<file path="config.mk">
export PLATFORM = sky130hd
export DESIGN_NAME = jt12_wrq
export DESIGN_NICKNAME = d
export VERILOG_FILES = /design/src/rtl/jt12_wrq.sv
export SDC_FILE = /design/constraint.sdc
export NUM_CORES = 1
export LEC_CHECK = 0
export ABC_CLOCK_PERIOD_IN_PS = 4760
export BUFFER_PORTS_ARGS = -buffer_cell sky130_fd_sc_hd__clkbuf_2
export CORE_MARGIN = 10
export CORE_UTILIZATION = 60
export CTS_BUF_LIST = sky130_fd_sc_hd__clkbuf_16
export DETAILED_ROUTE_END_ITERATION = 8
export PLACE_DENSITY = 0.84
export SLEW_MARGIN = 5
export SYNTH_ARGS = -nofsm -noshare
export SYNTH_HDL_FRONTEND = slang
export SYNTH_SLANG_ARGS = --single-unit
</file>
<file path="constraint.sdc">
create_clock -name clk -period 4.76 [get_ports clk]
set_input_delay 0.476 -clock clk [delete_from_list [all_inputs] [get_ports clk]]
set_output_delay 0.476 -clock clk [all_outputs]
set_load 0.01 [all_outputs]
</file>
<file path="src/rtl/jt12_wrq.sv">
// jt12_wrq -- host write queue in front of the YM2612 register map stage.
//
// Host writes (cpu_wr) are queued as {cpu_addr, cpu_din} in a 2**AW entry
// FIFO. A small FSM drains the queue one entry at a time:
//   IDLE    -> pop head, load mmr_addr/mmr_din, raise mmr_write
//   ASSERT  -> mmr_write held high for HOLD cycles
//   RELEASE -> 2 cycles low so the downstream edge detector registers busy
//   WAIT    -> spacing before the next write
//
// Handshake: the host side has no ready; a cpu_wr seen while the registered
// full flag is set is dropped and latches ovf until ovf_clr. The downstream
// side is level based: mmr_write is a pulse of HOLD cycles, and mmr_addr /
// mmr_din stay stable from its rise until the next pop.
//
// Build option: JT12_WRQ_BUSYCHK_EN
//   defined   : WAIT ends on the first cycle with mmr_busy=0, or after a
//               255-cycle timeout if busy stays high.
//   undefined : mmr_busy is ignored; WAIT lasts GAP-2 cycles so the
//               mmr_write fall-to-rise spacing is exactly GAP cycles.
//
// Ports:
//   clk, rst_n         clock (rising edge), synchronous active-low reset
//   cpu_wr/addr/din    host write strobe, address, data
//   ovf_clr            clears the sticky overflow flag
//   mmr_busy           busy from the register map stage
//   mmr_write/addr/din write level, address and data to the register map
//   full, level, ovf   FIFO full, occupancy, dropped-write flag
module jt12_wrq #(
  parameter int AW   = 4,
  parameter int HOLD = 2,
  parameter int GAP  = 24
) (
  input  logic          clk,
  input  logic          rst_n,
  input  logic          cpu_wr,
  input  logic [1:0]    cpu_addr,
  input  logic [7:0]    cpu_din,
  input  logic          ovf_clr,
  input  logic          mmr_busy,
  output logic          mmr_write,
  output logic [1:0]    mmr_addr,
  output logic [7:0]    mmr_din,
  output logic          full,
  output logic [AW:0]   level,
  output logic          ovf
);

  localparam int DEPTH = 1 << AW;

  typedef enum logic [1:0] {IDLE, ASSERT, RELEASE, WAIT} state_t;

  state_t         state, state_nx;
  logic [7:0]     cnt, cnt_nx;
  logic           write_nx;
  logic           dispatch;
  logic           push, pop, drop;
  logic [AW:0]    level_nx;
  logic [AW-1:0]  wr_ptr, rd_ptr;
  logic [9:0]     mem [DEPTH];

  assign push     = cpu_wr & ~full;
  assign drop     = cpu_wr & full;
  assign level_nx = level + (AW+1)'(push) - (AW+1)'(pop);

  // dispatch means "behave as IDLE this cycle". WAIT (and RELEASE when the
  // wait is zero length) dispatch directly, so the next pulse can rise on
  // the very edge the spacing expires instead of one cycle later.
  always_comb begin
    state_nx = state;
    cnt_nx   = cnt;
    write_nx = mmr_write;
    dispatch = 1'b0;
    pop      = 1'b0;
    case (state)
      IDLE: dispatch = 1'b1;
      ASSERT: begin
        if (cnt == 8'd0) begin
          state_nx = RELEASE;
          write_nx = 1'b0;
          cnt_nx   = 8'd1;
        end else begin
          cnt_nx = cnt - 8'd1;
        end
      end
      RELEASE: begin
        if (cnt == 8'd0) begin
`ifdef JT12_WRQ_BUSYCHK_EN
          state_nx = WAIT;
          cnt_nx   = 8'd254;
`else
          if (GAP <= 2) begin
            dispatch = 1'b1;
          end else begin
            state_nx = WAIT;
            cnt_nx   = (GAP > 2) ? 8'(GAP - 3) : 8'd0;
          end
`endif
        end else begin
          cnt_nx = cnt - 8'd1;
        end
      end
      WAIT: begin
`ifdef JT12_WRQ_BUSYCHK_EN
        if (!mmr_busy || cnt == 8'd0) dispatch = 1'b1;
        else                          cnt_nx = cnt - 8'd1;
`else
        if (cnt == 8'd0) dispatch = 1'b1;
        else             cnt_nx = cnt - 8'd1;
`endif
      end
      default: state_nx = IDLE;
    endcase
    if (dispatch) begin
      state_nx = IDLE;
      if (level != '0) begin
        pop      = 1'b1;
        state_nx = ASSERT;
        write_nx = 1'b1;
        cnt_nx   = 8'(HOLD - 1);
      end
    end
  end

  // Storage is not reset: stale entries are unreachable once the pointers
  // and level are cleared.
  always_ff @(posedge clk) begin
    if (push) mem[wr_ptr] <= {cpu_addr, cpu_din};
  end

  always_ff @(posedge clk) begin
    if (!rst_n) begin
      state     <= IDLE;
      cnt       <= 8'd0;
      mmr_write <= 1'b0;
      mmr_addr  <= 2'd0;
      mmr_din   <= 8'd0;
      wr_ptr    <= '0;
      rd_ptr    <= '0;
      level     <= '0;
      full      <= 1'b0;
      ovf       <= 1'b0;
    end else begin
      state     <= state_nx;
      cnt       <= cnt_nx;
      mmr_write <= write_nx;
      if (push) wr_ptr <= wr_ptr + 1'b1;
      if (pop) begin
        {mmr_addr, mmr_din} <= mem[rd_ptr];
        rd_ptr              <= rd_ptr + 1'b1;
      end
      level <= level_nx;
      full  <= (level_nx == (AW+1)'(DEPTH));
      // a drop wins over a simultaneous clear
      if (drop)         ovf <= 1'b1;
      else if (ovf_clr) ovf <= 1'b0;
    end
  end

endmodule

</file>
==> results by group <==
Floorplanning
  • Die area: 18200 um^2
  • Die Height: 135 um
  • CORE AREA: 12800 um^2
  • I/O pin count: 33
  • Row count: 41
  • Initial Util: 0.620
  • Die extent in x: 135 um

Yosys
  • Most common cell in the netlist: edfxtp_1
  • Flops & latches, synth: 196
  • Most common flop cell mapped by yosys: edfxtp_1
  • Number of flops mapped to enable cells by yosys: 160
  • Post-synthesis cell type count: 47
  • Area leader, netlist: edfxtp_1
  • Synth top area cells: edfxtp_1 (61%), mux4_2 (11%), dfxtp_1 (9.1%)
  • Mapped cell area: 7920 um^2
  • Yosys warns: 0
  • Synth async-reset ratio: 0
  • Cells after synthesis: 472
  • Syn Area/Cell: 16.8 um^2
  • Syn nets: 506
  • Seq/Total Area, Yosys: 0.698
  • Area share of the largest cell type after synthesis: 0.607
  • Synth top cells by count: edfxtp_1 (160), mux4_2 (40), nor2_1 (40)

Clock tree
  • Worst skew pair latency: 0.44 ns
  • Total CTS buffers: 17
  • Max clock buf depth: 2
  • Reg clk slew, reported paths: 0.06 ns
  • Postcts setup bufs: 0
  • H-tree levels: 4
  • Post-CTS resize count: 0
  • CTS Sinks: 196
  • Clock tree from TritonCTS: done
  • CTS Hold Bufs: 0
  • Root Driver: clkbuf_16

Status
  • Status: completed

Global route
  • GRT Resource Usage Total: 0.180
  • First-pass GRT wire length: 24.7 mm
  • Initial antenna violation count: 0
  • Vias in the first global route: 4397
  • Gr ovfl total: 0
  • Largest net degree at the start of global routing: 44

Critical path
  • Crit path depth: 12
  • Slowest stage cell, crit path: nor4_4
  • Req. time, crit path: 5.06 ns
  • CP arrival: 4.07 ns
  • Worst-path maximum fanout: 12
  • CP cell instances: nor4_4 > a41o_2 > nand2_1 > inv_1 > ha_1 > inv_1 > ha_1 > inv_1 > fa_1 > xnor2_1 > or3b_2 > a2111oi_0
  • R2R Setup Slk: 0.99 ns
  • Capturing element type of the critical path: flip-flop
  • Critical R2R Launch: cnt[2]
  • Setup crit end: full
  • Reg2Reg Depth: 12
  • Top Family by Delay on Critical Path: simple AND/OR/NAND/NOR gates
  • Worst Path Buf+Inv: 3
  • CP startpoint kind: flip-flop
  • Slowest stage delay, CP: 0.54 ns
  • WS Path Type: flip-flop to flip-flop
  • Reg2reg end: full
  • CP startpoint: cnt[2]
  • Most frequent CP cell: inv_1

Cells and area
  • Nets: 538
  • Layout cells sized above 1: 0.219
  • FILL cells: 793
  • Antenna diode count: 0
  • Non-Filler Instances: 689
  • Synth-to-Final Area Change: 11.6%
  • Finished Core Util: 0.692

STA
  • Fmax: 265 MHz
  • Final worst-path cycle share: 0.792
  • Fin crit period: 3.77 ns
  • Number of hold violations in the final report: 0
  • Setup_tns: 0 ns
  • Slew HR: 0.265
  • Final Slew Violations: 0
  • Worst Skew: 0.0138 ns
  • Final setup violation count: 0
  • RSZ-0062 raised after global routing: no
  • Worst-margin pin slew: 1.10 ns

Detailed routing
  • Routed length on met2: 7.71 mm
  • DR iter-0 viols: 393
  • WL met3: 1.16 mm
  • Uppermost layer routed: met4
  • DR vias/cell: 6.18
  • Avg WL per Cell: 22.3 um
  • WL met1: 6.20 mm
  • First drt pass iteration count: 5
  • Final antenna-violating net count: 0
  • DR DRC count: 0
  • Wirelength, routed: 15.4 mm
  • Vias: 4257

Place
  • Placed insts: 657
  • RePlAce Congestion: 0.801
  • # port buffers: 31
  • DP HPWL: 10.1 mm

Min path
  • Hold Crit Depth: 3
  • Hold/Removal Path Class: primary input to flip-flop

Power and ir drop
  • PD cells: 545 nW/um^2
  • Peak supply drop: 307 uV
  • Lkg Pwr: 2.98 nW

Job
  • Max cap viols: 0
where the power goes:
part           switching (mW)  total (mW)  internal (mW)
clock network           0.587        1.40          0.815
logic                   0.675        1.26          0.586
registers               0.157        2.16           2.00
final cells by class:
cell class | count | area (um^2) | area share
clock buffers | 22 | 551 | 0.0623
clock inverters | 10 | 48.8 | 0.00552
inverters | 18 | 67.6 | 0.00765
multi-input cells | 235 | 2230 | 0.253
flip-flops and latches | 196 | 5530 | 0.626
well taps | 172 | 215 | 0.0244
repair buffers | 36 | 193 | 0.0218
logic make-up after synthesis:
family	after synthesis	synth area share
compound gates	64	0.0616
xor+xnor	11	0.0122
fa+ha+maj	19	0.0310
buf+inv	41	0.0202
flops	196	0.698
mux	42	0.116
simple gates	99	0.0608
per-stage QoR:
stage	hold slack (ns)	power [mW]	instance area [um^2]	setup slack [ns]
floorplan	0.481	3.10	7920	1.47
global placement	0.455	3.39	8240	1.16
detailed placement	0.472	3.45	8240	1.01
CTS	0.278	4.84	8830	1.00
global route	0.301	5.07	8830	0.582
finish	0.292	4.82	8830	0.990
state kept, by name (all words and copies together), names as in the netlist:
signal and flops:
mem 160, cnt 8, mmr_din 8, level 5, rd_ptr 4, wr_ptr 4
mmr_addr 2, state 2, full 1, mmr_write 1, ovf 1
routing by layer:
metal  up-vias  global-route usage
met2       179               0.294
met5         -                   0
met3        28              0.0523
li1       1907                   -
met1      2143               0.223
met4         0              0.0677
layout by cell type (no fill, tap or decap), drive strengths merged, types with 3 or more instances in the layout:
cell / instances
nor2b: 3
o22ai: 10
o21ai: 7
ha: 18
dfxtp: 36
nand3: 5
inv: 26
nor3: 7
edfxtp: 160
xnor2: 6
mux4: 40
nand2b: 5
xor2: 5
buf: 5
a21oi: 12
a22o: 20
or3: 4
nor2: 40
and2: 4
nand2: 20
clkbuf: 53
worst min-delay path by stage:
stage	endpoint	from	slack, ns
after global placement	ovf	ovf	0.46
after global routing	ovf	cpu_wr	0.30
after detailed placement	mmr_din[7]	mmr_din[7]	0.47
after CTS	ovf	cpu_wr	0.28
after floorplan	rd_ptr[3]	rd_ptr[3]	0.48
final	ovf	cpu_wr	0.29
worst min-delay path: stages:
cell and delay, ns:
clkbuf_2 0.09, nand2_1 0.05, a21oi_1 0.06
Note: power is estimated with default switching activity, not from simulation.
